File: config.mk
export PLATFORM = sky130hd
export DESIGN_NAME = data_struct_arbiter
export DESIGN_NICKNAME = d
export VERILOG_FILES = /design/src/rtl/data_struct_arbiter.sv
export SDC_FILE = /design/constraint.sdc
export NUM_CORES = 1
export LEC_CHECK = 0
export ABC_AREA = 0
export CORE_MARGIN = 5
export CORE_UTILIZATION = 42
export DETAILED_ROUTE_END_ITERATION = 8
export PLACE_DENSITY = 0.8
export REMOVE_ABC_BUFFERS = 1
export SLEW_MARGIN = 25
export SYNTH_ARGS = -nofsm -noshare
export SYNTH_HDL_FRONTEND = slang
export SYNTH_SLANG_ARGS = --single-unit
File: constraint.sdc
create_clock -name i_clk -period 1.8 [get_ports i_clk]
set_input_delay 0.36 -clock i_clk [delete_from_list [all_inputs] [get_ports i_clk]]
set_output_delay 0.36 -clock i_clk [all_outputs]
set_load 0.01 [all_outputs]
File: src/rtl/data_struct_arbiter.sv
// Round-robin arbiter feeding the shared packed struct data field on o_a.
// One requester is granted per open slot and its byte is held under valid/ready.
module data_struct_arbiter #(
  parameter int           N_REQ   = 4,
  parameter int           DW      = 8,
  parameter logic [DW-1:0] RST_VAL = 8'hFF,
  localparam int          OW      = $clog2(N_REQ)
) (
  input  logic              i_clk,
  input  logic              i_rst,
  input  logic [N_REQ-1:0]  i_req,
  input  logic [N_REQ*DW-1:0] i_data,
  output logic [N_REQ-1:0]  o_gnt,
  output logic [DW-1:0]     o_a,
  output logic              o_valid,
  input  logic              i_ready,
  output logic [OW-1:0]     o_owner,
  output logic [15:0]       o_xfer_cnt
);

  typedef enum logic {EMPTY, FULL} state_t;

  state_t          state, state_nxt;
  logic [OW-1:0]   ptr;
  logic [OW-1:0]   pick;
  logic            pick_vld;
  logic            slot_open;
  logic            grant;
  logic            xfer;
  logic [DW-1:0]   a_p1;
  logic [OW-1:0]   owner_p1;
  logic [15:0]     cnt;

  assign slot_open = (state == EMPTY) || i_ready;
  assign xfer      = (state == FULL) && i_ready;
  // A grant in the reset cycle would be discarded anyway, so it is never shown.
  assign grant     = slot_open && pick_vld && !i_rst;

  // Stage p0: search from ptr+1 upward, wrapping, for the first active request.
  always_comb begin
    pick     = '0;
    pick_vld = 1'b0;
    for (int i = 1; i <= N_REQ; i++) begin
      if (!pick_vld && i_req[(int'(ptr) + i) % N_REQ]) begin
        pick_vld = 1'b1;
        pick     = OW'((int'(ptr) + i) % N_REQ);
      end
    end
  end

  always_comb begin
    o_gnt = '0;
    if (grant) o_gnt[pick] = 1'b1;
  end

  always_comb begin
    state_nxt = state;
    case (state)
      EMPTY: if (grant) state_nxt = FULL;
      FULL:  if (i_ready && !grant) state_nxt = EMPTY;
      default: state_nxt = EMPTY;
    endcase
  end

  always_ff @(posedge i_clk) begin
    if (i_rst) state <= EMPTY;
    else       state <= state_nxt;
  end

  // Stage p1: captured winner byte, owner and rotating priority pointer.
  always_ff @(posedge i_clk) begin
    if (i_rst) begin
      a_p1     <= RST_VAL;
      owner_p1 <= '0;
      ptr      <= OW'(N_REQ - 1);
      cnt      <= '0;
    end else begin
      if (grant) begin
        a_p1     <= i_data[pick*DW +: DW];
        owner_p1 <= pick;
        ptr      <= pick;
      end
      if (xfer) cnt <= cnt + 16'd1;
    end
  end

  assign o_a        = a_p1;
  assign o_owner    = owner_p1;
  assign o_valid    = (state == FULL);
  assign o_xfer_cnt = cnt;

endmodule

==> results.toml <==
[yosys]
synth-adder-area-share = 0.00765
synth_mux_area_frac = 0.0489
synth_top_area_cell = "dfxtp_1"
syn_area_um2 = 1640
synth_cell_type_count = 39
synth-compound-area-share = 0.201
synth_top_family_by_area = "simple AND/OR/NAND/NOR gates"
synth_top_cell_area_share = 0.355
ys_seq_area_frac = 0.355
ys_seq_elements = 29
synthCells = 171
synth-simple-area-share = 0.261
synth_xor_area_frac = 0.0803
synth_area_leaders = "dfxtp_1, nor2_1, a211oi_2"
yosysWarnings = 0
avgSynthCellArea_um2 = 9.57

[routing]
drc = 0
wl_per_cell_um = 14.5
dr.pass1.iters = 4
drt.antenna.violating_nets = 0
wirelength_mm = 4.71
viasPerCell = 4.97
drtIter0Drc = 71
num_vias = 1615

[sta]
relSlewSlack = 0.709
tns_ps = -549
period_share = 1.08
rsz0062_at_grt = "true"
timing.fmax_mhz = 513
fin_crit_ps = 1950
worst_pin_slew_ps = 437
finalClockSkew_ps = 10.2
setup_viol = 4
hold_violations = 0
slew_viol_final = 0
postLayoutSetupSlackWorst_ps = -150

[worst_setup_path]
crit_arrival_ps = 1590
cp_slowest_stage_delay_ps = 320
r2r_slack_ps = 50
cp-end-kind = "output pin"
worstSetupStartpointType = "input port"
crit_chain = "clkdlybuf4s15_2 > buf_4 > nor3b_4 > a311oi_4 > nand2b_4 > nor2_1 > buf_2"
path_max_fanout = 4
crit_required_ps = 1440
path_class = "in2out"
cp_slowest_cell = "a311oi_4"

[hold_path]
hp-class = "reg2reg"

[global_route]
antenna_found_initial = 0
gr-total-overflow = 0
grt_usage = 0.175
grt_pass1_wl_mm = 7.16
grt_pass1_vias = 1516
grt_max_degree = 20

[placement]
globalplace.congestion = 0.755
place_ws_ps = -886
place_inst = 305
io_buffer_count = 69
dp_hpwl_mm = 3.42

[die]
die-area_um2 = 5240
core-area_um2 = 3720
initial_utilization = 0.440
die_w_um = 72.4
die_y_um = 72.4
io_pins = 70
rows = 22

[power]
leakagePower_nw = 1.12
power_w = 0.00185
power_density_nw_per_um2 = 665
ir_drop_uv = 507

[layout]
layout.area.seq_um2 = 588
multi_input_area_um2 = 1060
syn_to_final_growth_pct = 70.0
fill_cells = 261
drive_gt1_frac = 0.318
n_antenna_cell = 0
nNetsFinal = 316
layout.cells.non_filler = 325

[clocking]
cts-root-buf = "clkbuf_8"
numCtsBuffers = 5
ctsHoldBuffers = 0
clkSlewWorstSetupHoldPaths_ps = 60
clk_path_buf_depth = 2
cts_tree = "yes"
cts.sinks = 29
cts_max_level = 2
clk_latency_ps = 290

[status]
status = "complete, but fails checks"
violations = "setup timing"

[job]
drv_cap = 0
-- worst paths after layout --
check,cells past startpoint,endpoint,from
setup / recovery,7,o_gnt[1],i_req[1]
hold / removal,2,o_owner[1],o_owner[1]
setup reg to reg,8,o_a[6],ptr[0]
hold reg to reg,2,o_owner[1],o_owner[1]
-- critical path, delay by kind of cell --
family                 cells  cell delay [ps]
AOI/OAI and AO/OA          1              320
buffers and inverters      3              490
and+or+nand+nor            3              410
-- layout by cell type (no fill, tap or decap), types with 3 or more instances in the layout --
cell / instances
clkdlybuf4s50_1: 59
buf_4: 33
and2_1: 7
and4_1: 3
nand2_1: 8
buf_2: 3
a211oi_2: 9
xor2_1: 12
a221oi_2: 7
dfxtp_1: 27
nor2_1: 32
nand3_1: 7
buf_6: 4
xnor2_1: 3
clkbuf_8: 5
mux2i_1: 8
nand2b_4: 3
-- cells in the mapped netlist, drive strengths merged --
cell / n
nand2: 9
or2: 3
nor4: 2
a311oi: 2
a31oi: 1
nand4: 2
a21bo: 1
mux2i: 8
xor2: 12
and3b: 1
a21o: 1
o21a: 1
nor2b: 2
a21oi: 3
nand2b: 5
buf: 5
xnor2: 3
a211oi: 9
nor2: 32
ha: 1
and4: 3
and2: 8
nor3b: 1
nor3: 1
a21boi: 1
dfxtp: 29
o21ai: 2
nand3: 8
inv: 3
and3: 3
a221oi: 7
clkbuf: 2
-- stage by stage --
stage / util / instance area, um^2 / hold slack, ps
floorplan: - / 1570 / 425
global placement: 0.677 / 2510 / 457
detailed placement: 0.677 / 2510 / 455
CTS: 0.716 / 2660 / 465
global route: 0.749 / 2780 / 492
finish: 0.749 / 2780 / 462
-- what timing repair did --
item,CTS,global route
resized for setup,37,19
pin swaps,10,9
buffers inserted,6,9
setup endpoints to repair,15,12
-- final cells by class --
type	instances	area share
Clock buffer	5	0.0247
Tap cell	48	0.0216
Multi-Input combinational cell	132	0.380
Timing Repair Buffer	105	0.348
Sequential cell	29	0.211
Clock inverter	3	0.00629
Inverter	3	0.00854
-- cells by family after synthesis --
logic type	after synthesis
AOI/OAI and AO/OA	28
and+or+nand+nor	80
buffers and inverters	10
muxes	8
xor gates and xnor gates	15
adders and majority gates	1
DFF	29
-- power breakdown --
part / switching (W) / internal [W]
Clock: 0.000260 / 0.000266
Sequential: 0.0000297 / 0.000687
Combinational: 0.000248 / 0.000360
Total: 0.000538 / 0.00131
-- sequential cells by signal, summed over array words and instances (netlist names) --
name,cells
o_a,8
o_xfer_cnt,16
o_owner,2
o_valid,1
ptr,2
-- metal layers --
layer	GRT usage	share of wire	up-vias
li1	-	-	814
met2	0.294	0.53	40
met3	0.0277	0.034	6
met1	0.215	0.42	755
met5	0	0	-
met4	0.0881	0.015	0
Power figures use the tool's default switching activity.
